==> config.mk <==
export PLATFORM = sky130hd
export DESIGN_NAME = sdi_sync_to_fvlv
export DESIGN_NICKNAME = d
export VERILOG_FILES = /design/src/rtl/sdi_sync_to_fvlv.sv
export SDC_FILE = /design/constraint.sdc
export NUM_CORES = 1
export LEC_CHECK = 0
export BUFFER_PORTS_ARGS = -buffer_cell sky130_fd_sc_hd__buf_2
export CAP_MARGIN = 25
export CORE_MARGIN = 2
export CORE_UTILIZATION = 25
export DETAILED_ROUTE_END_ITERATION = 16
export PLACE_DENSITY = 0.39
export SLEW_MARGIN = 0
export SYNTH_ARGS = -nofsm -noshare
export SYNTH_HDL_FRONTEND = slang
export SYNTH_SLANG_ARGS = --single-unit
==> constraint.sdc <==
create_clock -name sys_clk -period 5.3 [get_ports sys_clk]
set_clock_uncertainty 0.15 [all_clocks]
set_input_delay 0.53 -clock sys_clk [delete_from_list [all_inputs] [get_ports sys_clk]]
set_output_delay 0.53 -clock sys_clk [all_outputs]
set_load 0.02 [all_outputs]
==> src/rtl/sdi_sync_to_fvlv.sv <==
// Converts edge-based SDI hsync/vsync timing into FV/LV/DE cropped to an active window,
// with frame counting, lock status and malformed line/frame pulses.
module sdi_sync_to_fvlv #(
    parameter int DATA_W   = 8,
    parameter int H_BP     = 4,
    parameter int H_ACTIVE = 2560,
    parameter int V_BP     = 20,
    parameter int V_ACTIVE = 720
) (
    input  logic              sys_clk,
    input  logic              sys_rst,
    input  logic              vsync_i,
    input  logic              hsync_i,
    input  logic [DATA_W-1:0] data_i,
    output logic              fv_o,
    output logic              lv_o,
    output logic              de_o,
    output logic [DATA_W-1:0] data_o,
    output logic [15:0]       frame_cnt_o,
    output logic              locked_o,
    output logic              err_line_o,
    output logic              err_frame_o
);

    typedef enum logic [2:0] {
        S_IDLE, S_VBLANK, S_HPORCH, S_LINE, S_HGAP, S_FEND
    } state_t;

    localparam logic [11:0] H_BP_M1  = 12'(H_BP - 1);
    localparam logic [11:0] H_ACT_M1 = 12'(H_ACTIVE - 1);
    localparam logic [10:0] V_BP_M1  = 11'((V_BP > 0) ? V_BP - 1 : 0);
    localparam logic [10:0] V_ACT_M1 = 11'(V_ACTIVE - 1);
    // With a one-clock porch the line starts right on the cycle after hs_fall.
    localparam state_t      LINE_ENTRY = (H_BP == 1) ? S_LINE : S_HPORCH;
    localparam logic [11:0] CNT_ENTRY  = (H_BP == 1) ? 12'd0 : 12'd1;

    logic              vs_q, hs_q, vs_prev_q, hs_prev_q;
    logic [DATA_W-1:0] data_q, data_s_q, data_o_q, data_o_d;
    logic              act_q, act;
    state_t            state_q, state_d;
    logic [11:0]       cnt_q, cnt_d;
    logic [10:0]       line_cnt_q, line_cnt_d;
    logic [15:0]       frame_cnt_q, frame_cnt_d;
    logic              frame_err_q, frame_err_d;
    logic              locked_q, locked_d;
    logic              fv_q, fv_d, lv_q, lv_d;
    logic              err_line_q, err_frame_q;
    logic              hs_fall, vs_rise, in_frame, frame_abort, line_abort, frame_done;

    assign hs_fall     = hs_prev_q & ~hs_q;
    assign vs_rise     = vs_q & ~vs_prev_q;
    assign in_frame    = (state_q == S_HPORCH) || (state_q == S_LINE) || (state_q == S_HGAP);
    assign frame_abort = vs_rise && in_frame;
    assign line_abort  = hs_fall && !frame_abort && ((state_q == S_HPORCH) || (state_q == S_LINE));
    assign frame_done  = (state_q == S_FEND) && cnt_q[0];

    always_ff @(posedge sys_clk) begin
        if (sys_rst) begin
            vs_q        <= 1'b0;
            hs_q        <= 1'b0;
            vs_prev_q   <= 1'b0;
            hs_prev_q   <= 1'b0;
            data_q      <= '0;
            data_s_q    <= '0;
            act_q       <= 1'b0;
            state_q     <= S_IDLE;
            cnt_q       <= '0;
            line_cnt_q  <= '0;
            frame_cnt_q <= '0;
            frame_err_q <= 1'b0;
            locked_q    <= 1'b0;
            fv_q        <= 1'b0;
            lv_q        <= 1'b0;
            data_o_q    <= '0;
            err_line_q  <= 1'b0;
            err_frame_q <= 1'b0;
        end else begin
            vs_q        <= vsync_i;
            hs_q        <= hsync_i;
            vs_prev_q   <= vs_q;
            hs_prev_q   <= hs_q;
            data_q      <= data_i;
            data_s_q    <= data_q;
            act_q       <= act;
            state_q     <= state_d;
            cnt_q       <= cnt_d;
            line_cnt_q  <= line_cnt_d;
            frame_cnt_q <= frame_cnt_d;
            frame_err_q <= frame_err_d;
            locked_q    <= locked_d;
            fv_q        <= fv_d;
            lv_q        <= lv_d;
            data_o_q    <= data_o_d;
            err_line_q  <= line_abort;
            err_frame_q <= frame_abort;
        end
    end

    always_comb begin
        state_d    = state_q;
        cnt_d      = cnt_q;
        line_cnt_d = line_cnt_q;
        case (state_q)
            S_IDLE: begin
                if (vs_rise) begin
                    state_d    = S_VBLANK;
                    line_cnt_d = '0;
                end
            end
            S_VBLANK: begin
                // A repeated vsync restarts the blanking count.
                if (vs_rise) begin
                    line_cnt_d = '0;
                end else if (hs_fall) begin
                    if ((V_BP == 0) || (line_cnt_q == V_BP_M1)) begin
                        state_d    = LINE_ENTRY;
                        cnt_d      = CNT_ENTRY;
                        line_cnt_d = '0;
                    end else begin
                        line_cnt_d = line_cnt_q + 11'd1;
                    end
                end
            end
            S_HPORCH, S_LINE: begin
                if (frame_abort) begin
                    state_d    = S_VBLANK;
                    line_cnt_d = '0;
                end else if (hs_fall) begin
                    if (line_cnt_q == V_ACT_M1) begin
                        state_d = S_FEND;
                        cnt_d   = '0;
                    end else begin
                        state_d    = LINE_ENTRY;
                        cnt_d      = CNT_ENTRY;
                        line_cnt_d = line_cnt_q + 11'd1;
                    end
                end else if (state_q == S_HPORCH) begin
                    if (cnt_q == H_BP_M1) begin
                        state_d = S_LINE;
                        cnt_d   = '0;
                    end else begin
                        cnt_d = cnt_q + 12'd1;
                    end
                end else if (cnt_q == H_ACT_M1) begin
                    state_d = S_HGAP;
                end else begin
                    cnt_d = cnt_q + 12'd1;
                end
            end
            S_HGAP: begin
                if (frame_abort) begin
                    state_d    = S_VBLANK;
                    line_cnt_d = '0;
                end else if (line_cnt_q == V_ACT_M1) begin
                    state_d = S_FEND;
                    cnt_d   = '0;
                end else if (hs_fall) begin
                    state_d    = LINE_ENTRY;
                    cnt_d      = CNT_ENTRY;
                    line_cnt_d = line_cnt_q + 11'd1;
                end
            end
            S_FEND: begin
                // Two cycles here so fv_o falls one cycle after the last lv_o.
                if (cnt_q[0]) begin
                    state_d = S_IDLE;
                end else begin
                    cnt_d = 12'd1;
                end
            end
            default: state_d = S_IDLE;
        endcase
    end

    always_comb begin
        act         = (state_q == S_LINE) && !line_abort && !frame_abort;
        lv_d        = act_q && !line_abort && !frame_abort;
        data_o_d    = lv_d ? data_s_q : '0;
        fv_d        = (state_d == S_HPORCH) || (state_d == S_LINE) ||
                      (state_d == S_HGAP) || (state_d == S_FEND);
        frame_cnt_d = frame_cnt_q + {15'd0, frame_done};
        frame_err_d = frame_err_q;
        if (state_d == S_VBLANK && state_q != S_VBLANK) begin
            frame_err_d = 1'b0;
        end else if (line_abort) begin
            frame_err_d = 1'b1;
        end
        locked_d = locked_q;
        if (line_abort || frame_abort) begin
            locked_d = 1'b0;
        end else if (frame_done && !frame_err_q) begin
            locked_d = 1'b1;
        end
    end

    assign fv_o        = fv_q;
    assign lv_o        = lv_q;
    assign de_o        = lv_q;
    assign data_o      = data_o_q;
    assign frame_cnt_o = frame_cnt_q;
    assign locked_o    = locked_q;
    assign err_line_o  = err_line_q;
    assign err_frame_o = err_frame_q;

endmodule
==> flow_metrics.env, run 1 <==
export IMPL_antenna_found_initial=0
export IMPL_slew_headroom_pct=28.4
export IMPL_post_synth_instance_area_um2=3440
export IMPL_clk_latency_ns=0.34
export IMPL_postCtsResizedCells=0
export IMPL_diodes=0
export IMPL_cts_hold_buf=0
export IMPL_path_class="reg2reg"
export IMPL_synth_main_ff_cell="dfxtp_1"
export IMPL_cts_max_path_buffers=2
export IMPL_cp_arrival_ns=2.99
export IMPL_dieArea_um2=14700
export IMPL_drc=0
export IMPL_p_leak_nw=1.45
export IMPL_synth_edf_count=0
export IMPL_status="finished, final reports clean"
export IMPL_syn_inst=381
export IMPL_vias_per_cell=4.87
export IMPL_dr_pass1_iters=4
export IMPL_clock_fmax_mhz=343
export IMPL_cts_setup_buffers=0
export IMPL_powerDensity_nw_per_um2=306
export IMPL_synthDistinctLibCells=57
export IMPL_grt_max_degree=51
export IMPL_worst_ir_drop_vdd_mv=0.142
export IMPL_cts_root_buf="clkbuf_16"
export IMPL_overflow=0
export IMPL_cts_made_buffers=9
export IMPL_critPathRequiredTime_ns=5.38
export IMPL_h_tree_depth=3
export IMPL_start_kind="flip-flop"
export IMPL_finalWirelength_mm=8.31
export IMPL_ys_seq_area_share_pct=44.8
export IMPL_rsz0062_at_grt="false"
export IMPL_synthArstFlopShare_pct=0
export IMPL_finalCriticalPeriod_ns=2.91
export IMPL_hpwl_mm=5.75
export IMPL_dieHeight_um=121
export IMPL_fin_crit_sh_pct=55.0
export IMPL_path_cells="ha_1, or4b_4, nor3_2, o22ai_1, or3_4, o311a_1"
export IMPL_setup_viol=0
export IMPL_slowest_delay_ns=0.52
export IMPL_synthToLayoutAreaGrowth_pct=18.5
export IMPL_hold_viol=0
export IMPL_path_clk_slew_ns=0.06
export IMPL_grt_pass1_vias=2776
export IMPL_layout_common_cells="dfxtp_1, buf_2, nand2_1"
export IMPL_coreArea_um2=13300
export IMPL_dpl_cell_area_um2=3780
export IMPL_yosys_warnings=0
export IMPL_final_common_cell="dfxtp_1"
export IMPL_drive_above_1_share_pct=17.0
export IMPL_fin_nets=429
export IMPL_clock_sink_count=77
export IMPL_end_kind="flip-flop"
export IMPL_syn_mean_instance_area_um2=9.03
export IMPL_worst_slack_ns=2.39
export IMPL_num_vias=2893
export IMPL_ant_nets=0
export IMPL_wl_per_cell_um=14.0
export IMPL_die_x_um=121
export IMPL_finalMaxSlewViolations=0
export IMPL_port_buffers=41
export IMPL_critPathMaxFanout=14
export IMPL_grt_pass1_wl_mm=14.0
export IMPL_ys_ff_latch=77
export IMPL_cts_tree="yes"
export IMPL_fin_tns_setup_ns=0
export IMPL_place_ws_ns=2.39
export IMPL_design_area_um2=4080
export IMPL_hp_class="in2reg"
export IMPL_rows=42
export IMPL_drtIter0Drc=205
export IMPL_crit_family="simple AND/OR/NAND/NOR gates"
export IMPL_place_gp_congestion=0.819
export IMPL_crit_buf_inv=0
export IMPL_worstMarginPinSlew_ns=1.07
export IMPL_start_util_pct=25.8
export IMPL_ios=42
export IMPL_worst_path_max_delay_cell="or4b_4"
export IMPL_grtUsageTotal_pct=12.0
export IMPL_cap_viol_max_count=0
export IMPL_syn_nets=397
==> cell type report <==
| type | count | area [um^2] |
|---|---|---|
| repair buffers | 42 | 213 |
| clock inverters | 7 | 76.3 |
| clock buffers | 9 | 225 |
| fillers | 1415 | 9270 |
| multi-input cells | 269 | 1750 |
| well taps | 176 | 220 |
| inverters | 14 | 52.6 |
| flip-flops and latches | 77 | 1540 |
==> synth_stat cells, drive strengths merged, types with 3 or more instances <==
cell type  instances  share of area, %
xor2               4               1.0
and4               6               1.5
o311ai             3              0.76
nor3               9               1.5
nand2b             6               1.1
nor2b             25               4.5
dfxtp             77                45
ha                 4               1.5
buf                7               1.3
o21ai             11               1.6
or2                3              0.55
a21oi             18               2.6
and3              11               2.0
xnor2              6               1.5
nand2             28               3.1
nand4             11               2.0
nor4               6               1.1
o32ai              6               1.5
inv               14               1.5
o21a               3              0.65
nor3b              4               1.0
nand3             17               2.5
nor4b              5               1.9
nor2              20               2.2
or3                8               1.6
a211oi             7               1.5
a31oi              3              0.55
clkbuf            14               1.5
o31ai             10               2.3
or4               10               2.2
==> per-stage QoR <==
stage / std cells / power [mW] / hold WS, ns / util (%)
CTS: 594 / 1.27 / 0.238 / 30.6
detailed placement: 578 / 0.648 / 0.275 / 28.3
global route: 594 / 1.30 / 0.247 / 30.6
global placement: 578 / 0.649 / 0.268 / 28.3
floorplan: 381 / 0.635 / 0.264 / -
finish: 594 / 1.25 / 0.249 / 30.6
==> kinds of logic (layout without fill, tap and decap cells) <==
logic type	after synthesis	in the layout	synth area share (%)
buffers and inverters	35	72	4.33
flip-flops	77	77	44.8
AO/OA/AOI/OAI	79	79	16.3
XOR/XNOR	10	10	2.55
adder cells (fa/ha/maj)	4	4	1.45
AND/OR/NAND/NOR	176	176	30.6
==> flip-flops by register name, indices dropped and copies added (netlist names) <==
register / flops
frame_cnt_o: 16
cnt_q: 12
line_cnt_q: 11
data_o: 8
data_q: 8
data_s_q: 8
state_q: 3
act_q: 1
de_o: 1
err_frame_o: 1
err_line_o: 1
frame_err_q: 1
fv_o: 1
hs_prev_q: 1
hs_q: 1
locked_o: 1
vs_prev_q: 1
vs_q: 1
==> worst register-to-register path: cells and delay by family, from the launching register on <==
kind / cells / cell delay, ns
flip-flops: 1 / 0.37
adder cells (fa/ha/maj): 1 / 0.28
AND/OR/NAND/NOR: 3 / 1.27
AO/OA/AOI/OAI: 2 / 0.74
==> metal layers <==
| layer | track usage [%] | part of all wire [%] | vias up |
|---|---|---|---|
| met3 | 2.40 | 3.9 | 14 |
| met5 | 0 | 0 | - |
| met2 | 17.8 | 43 | 56 |
| li1 | - | - | 1475 |
| met4 | 6.90 | 2.5 | 0 |
| met1 | 16.1 | 50 | 1348 |
==> path summary, 6_finish.rpt <==
check,from,to,slack (ns),cells past startpoint
hold reg to reg,data_q[6],data_s_q[6],0.28,1
hold / removal,data_i[4],data_q[4],0.25,2
setup reg to reg,line_cnt_q[0],cnt_q[0],2.39,6
setup / recovery,line_cnt_q[0],cnt_q[0],2.39,6
==> report_power, final <==
group,switching (mW),internal (mW)
clock,0.246,0.366
combinational,0.0268,0.0149
sequential,0.00600,0.588
No activity file was read; power rests on OpenSTA's default activity.
==> run 2, diff against run 1 <==
Settings changed: PLACE_DENSITY 0.39 to 0.4.
Clock period 5.3 ns to 2.5 ns, I/O delays scaled along.
==> run 2 against run 1 <==
  * Via count rose by 6.0%
  * Critical path type unchanged
  * First-iteration DRC count fell by 11%
  * Final cell count rose by 6.1%
  * Critical endpoint is now cnt_q[1]
  * Global-route usage rose by 0.36 points
  * Register-to-register slack got worse by 2.2 ns
  * Sequential share of layout area fell by 3.2 points
  * Final area rose by 9.2%
  * Highest routed layer unchanged
==> flow_metrics.env, run 2 (same netlist as run 1, synthesis figures left out) <==
export IMPL_status="finished, final reports clean"
export IMPL_start_util_pct=25.8
export IMPL_ant_nets=0
export IMPL_setup_viol=0
export IMPL_slew_headroom_pct=54.6
export IMPL_design_area_um2=4450
export IMPL_dieHeight_um=121
export IMPL_worst_path_max_delay_cell="or4b_4"
export IMPL_rows=42
export IMPL_clock_fmax_mhz=426
export IMPL_path_class="reg2reg"
export IMPL_multi_input_area_um2=1790
export IMPL_cp_arrival_ns=2.47
export IMPL_placedCellCount=606
export IMPL_hold_viol=0
export IMPL_reg2reg_setup_slack_ns=0.15
export IMPL_h_tree_depth=3
export IMPL_finalCriticalPeriod_ns=2.35
export IMPL_fin_tns_setup_ns=0
export IMPL_grtUsageTotal_pct=12.4
export IMPL_p_leak_nw=1.67
export IMPL_coreArea_um2=13300
export IMPL_num_vias=3068
export IMPL_fillers=1382
export IMPL_seq_area_um2=1540
export IMPL_layout_common_cells="dfxtp_1, buf_2, buf_4"
export IMPL_die_x_um=121
export IMPL_cts_made_buffers=9
export IMPL_crit_family="simple AND/OR/NAND/NOR gates"
export IMPL_hp_class="in2reg"
export IMPL_cts_tree="yes"
export IMPL_drive_above_1_share_pct=22.5
export IMPL_largest_reg_flops=16
export IMPL_antenna_found_initial=0
export IMPL_wl_per_cell_um=13.7
export IMPL_finalWirelength_mm=8.66
export IMPL_critPathMaxFanout=6
export IMPL_port_buffers=41
export IMPL_grt_pass1_wl_mm=14.4
export IMPL_critPathRequiredTime_ns=2.62
export IMPL_rsz0062_at_grt="false"
export IMPL_hpwl_mm=6.30
export IMPL_dr_pass1_iters=4
export IMPL_path_cells="ha_2, or4b_4, nor3_4, o22ai_2, buf_4, or4b_1, a21oi_1"
export IMPL_fin_nets=465
export IMPL_overflow=0
export IMPL_path_clk_slew_ns=0.07
export IMPL_clock_sink_count=77
export IMPL_drc=0
export IMPL_instances_no_fill=630
export IMPL_dpl_cell_area_um2=3990
export IMPL_cts_setup_buffers=0
export IMPL_cap_viol_max_count=0
export IMPL_clk_latency_ns=0.34
export IMPL_cts_max_path_buffers=2
export IMPL_crit_buf_inv=1
export IMPL_finalMaxSlewViolations=0
export IMPL_grt_max_degree=36
export IMPL_dieArea_um2=14700
export IMPL_worstMarginPinSlew_ns=0.674
export IMPL_fin_crit_sh_pct=93.9
export IMPL_drtIter0Drc=182
export IMPL_slowest_delay_ns=0.50
export IMPL_cts_root_buf="clkbuf_16"
export IMPL_worst_ir_drop_vdd_mv=0.291
export IMPL_ios=42
export IMPL_powerDensity_nw_per_um2=650
export IMPL_end_kind="flip-flop"
export IMPL_grt_pass1_vias=2831
export IMPL_start_kind="flip-flop"
export IMPL_place_gp_congestion=0.830
export IMPL_vias_per_cell=4.87
export IMPL_final_common_cell="dfxtp_1"
export IMPL_diodes=0
export IMPL_synthToLayoutAreaGrowth_pct=29.5
## run 2: final cells by class
type	count	area share, %
inverter	14	1.18
multi-input combinational	269	40.2
timing repair buffer	78	11.3
clock buffer	9	5.06
sequential	77	34.6
clock inverter	7	2.75
tap	176	4.94
## run 2: metrics by stage
| stage | worst slack (ns) | hold WS (ns) | util (%) | power, mW |
|---|---|---|---|---|
| 2_1_floorplan | 0.118 | 0.228 | - | 1.35 |
| 3_3_place_gp | 0.0638 | 0.274 | 29.9 | 1.39 |
| 3_5_place_dp | 0.0376 | 0.272 | 29.9 | 1.39 |
| 4_1_cts | 0.0249 | 0.00599 | 33.1 | 2.93 |
| 5_1_grt | 0.0127 | 0.0201 | 33.4 | 3.00 |
| 6_report | 0.152 | 0.00769 | 33.4 | 2.89 |
## run 2: final timing paths
path / start / end / depth (start not counted)
setup / recovery: line_cnt_q[1] / cnt_q[1] / 7
hold / removal: data_i[0] / data_q[0] / 2
setup reg to reg: line_cnt_q[1] / cnt_q[1] / 7
hold reg to reg: data_q[2] / data_s_q[2] / 1
## run 2: power breakdown
group	total (mW)	internal [mW]	switching [mW]
clock	1.52	0.980	0.539
combinational	0.122	0.0539	0.0679
sequential	1.25	1.25	0.00798
## run 2: repair_timing
item | in CTS | in global routing
endpoints found under the hold margin | 8 | 0
hold buffers | 8 | 0
setup endpoints to repair | 0 | 8
gates resized for setup | 0 | 8
## run 2: routing by layer
| layer | GRT usage [%] | vias to the layer above | part of all wire (%) |
|---|---|---|---|
| met5 | 0 | - | 0 |
| met4 | 4.53 | 0 | 1.3 |
| met3 | 2.87 | 8 | 4.7 |
| met2 | 19.2 | 75 | 46 |
| met1 | 16.7 | 1438 | 48 |
| li1 | - | 1547 | - |
==> run 3, diff against run 2 <==
Settings changed: CELL_PAD_IN_SITES_DETAIL_PLACEMENT set to 1, CELL_PAD_IN_SITES_GLOBAL_PLACEMENT set to 1, PLACE_DENSITY 0.4 to 0.5, SLEW_MARGIN 0 to 25.
==> run 3 against run 2 <==
  * Utilization is 0.65 points lower
  * Sequential share of layout area is 0.74 points higher
  * Worst hold slack worse by 0.0050 ns
  * Worst setup slack worse by 0.11 ns
  * Critical path depth stayed put
  * Power is 9.8% lower
  * Largest power group is now registers
  * Register-to-register slack worse by 0.11 ns
  * Sequential cell count stayed put
  * Routed wire length is 12% higher
  * Sequential power hardly changed
  * Global-route usage is 1.5 points higher
==> flow_metrics.env, run 3 (same netlist as run 1, synthesis figures left out) <==
export IMPL_grt_pass1_wl_mm=16.1
export IMPL_setup_viol=0
export IMPL_finalCriticalPeriod_ns=2.46
export IMPL_diodes=0
export IMPL_port_buffers=41
export IMPL_clk_latency_ns=0.34
export IMPL_fin_nets=459
export IMPL_dr_pass1_iters=4
export IMPL_layout_common_cells="dfxtp_1, buf_2, nand2_1"
export IMPL_largest_reg_flops=16
export IMPL_cts_root_buf="clkbuf_16"
export IMPL_placedCellCount=600
export IMPL_hold_slack_ns=0.00268
export IMPL_critPathMaxFanout=5
export IMPL_drtIter0Drc=171
export IMPL_coreArea_um2=13300
export IMPL_finalWirelength_mm=9.70
export IMPL_rows=42
export IMPL_grt_pass1_vias=3173
export IMPL_num_vias=3157
export IMPL_fin_crit_sh_pct=98.3
export IMPL_dieArea_um2=14700
export IMPL_dpl_cell_area_um2=3960
export IMPL_clock_sink_count=77
export IMPL_hp_class="in2reg"
export IMPL_cts_tree="yes"
export IMPL_instances_no_fill=624
export IMPL_hold_viol=0
export IMPL_wl_per_cell_um=15.5
export IMPL_final_common_cell="dfxtp_1"
export IMPL_die_x_um=121
export IMPL_cp_arrival_ns=2.58
export IMPL_path_class="reg2reg"
export IMPL_grtUsageTotal_pct=13.9
export IMPL_p_comb_share_pct=4.5
export IMPL_design_area_um2=4370
export IMPL_ios=42
export IMPL_switching_share_pct=24.2
export IMPL_cts_max_path_buffers=2
export IMPL_vias_per_cell=5.06
export IMPL_cts_made_buffers=9
export IMPL_clock_fmax_mhz=407
export IMPL_slew_headroom_pct=49.8
export IMPL_dieHeight_um=121
export IMPL_pwr_share_clk_pct=47.4
export IMPL_p_sw_mw=0.631
export IMPL_reg2reg_setup_slack_ns=0.04
export IMPL_drive_above_1_share_pct=22.5
export IMPL_path_clk_slew_ns=0.07
export IMPL_antenna_found_initial=0
export IMPL_r2r_end="cnt_q[1]"
export IMPL_whs_path_depth=2
export IMPL_worstMarginPinSlew_ns=0.746
export IMPL_rsz0062_at_grt="true"
export IMPL_p_seq_share_pct=48.1
export IMPL_start_kind="flip-flop"
export IMPL_hpwl_mm=6.98
export IMPL_end_kind="flip-flop"
export IMPL_p_int_mw=1.98
export IMPL_start_util_pct=25.8
export IMPL_p_leak_nw=1.62
export IMPL_hp_start="data_i[6]"
export IMPL_worst_ir_drop_vdd_mv=0.300
export IMPL_drc=0
export IMPL_ant_nets=0
export IMPL_finalMaxSlewViolations=0
export IMPL_place_gp_congestion=0.786
export IMPL_overflow=0
export IMPL_h_tree_depth=3
export IMPL_critPathRequiredTime_ns=2.62
export IMPL_synthToLayoutAreaGrowth_pct=26.9
export IMPL_cap_viol_max_count=0
export IMPL_r2r_cells=7
export IMPL_fillers=1584
export IMPL_min_to="data_q[6]"
export IMPL_powerDensity_nw_per_um2=597
export IMPL_rr_startpoint="line_cnt_q[1]"
export IMPL_grt_max_degree=38
export IMPL_status="finished, final reports clean"
run 3: power groups by stage:
stage,registers (mW),logic (mW),clock network [mW]
global placement,1.28,0.105,0
global route,1.26,0.131,1.33
detailed placement,1.28,0.106,0
floorplan,1.28,0.0659,0
finish,1.26,0.117,1.24
CTS,1.25,0.115,1.29
run 3: final cells by class:
type                            count  area (um^2)  share of cell area [%]
Multi-Input combinational cell    269         1800                    41.2
Sequential cell                    77         1540                    35.3
Timing Repair Buffer               72          468                    10.7
Clock buffer                        9          225                    5.16
Tap cell                          176          220                    5.04
Clock inverter                      7         57.6                    1.32
Inverter                           14         52.6                    1.20
run 3: routing by layer:
metal | track usage (%) | up-vias | part of all wire [%]
li1 | - | 1543 | -
met1 | 17.4 | 1551 | 47
met2 | 22.8 | 53 | 47
met3 | 2.40 | 10 | 3.3
met4 | 7.33 | 0 | 2.0
met5 | 0 | - | 0
run 3: worst max-delay path by stage:
stage,startpoint,cells past startpoint,slack [ns],end
3_5_place_dp,line_cnt_q[1],7,0.02,cnt_q[1]
6_report,line_cnt_q[1],7,0.04,cnt_q[1]
4_1_cts,line_cnt_q[0],7,0.02,cnt_q[1]
5_1_grt,line_cnt_q[1],7,-0.05,cnt_q[1]
3_3_place_gp,line_cnt_q[0],7,0.08,cnt_q[1]
2_1_floorplan,line_cnt_q[0],6,0.12,cnt_q[0]
run 3: critical path: stages, from the launching register on:
cell,delay [ns]
dfxtp_1,0.34
ha_2,0.20
or4b_4,0.50
nor3_4,0.25
o22ai_2,0.14
buf_4,0.16
or4b_1,0.50
a21oi_1,0.15
run 3: what timing repair did:
action / CTS / global route
hold buffers: 7 / 0
hold endpoints to repair: 7 / 0
endpoints found under the setup margin: 1 / 19
buffers inserted: 0 / 1
gates resized for setup: 1 / 10
run 3: per-stage QoR:
stage | power, mW | util, % | TNS [ns] | setup WS [ns]
after floorplan | 1.35 | - | 0 | 0.118
after global placement | 1.39 | 29.6 | 0 | 0.0792
after detailed placement | 1.39 | 29.6 | 0 | 0.0160
after CTS | 2.66 | 32.3 | 0 | 0.0210
after global routing | 2.72 | 32.7 | -0.149 | -0.0538
final | 2.61 | 32.7 | 0 | 0.0416
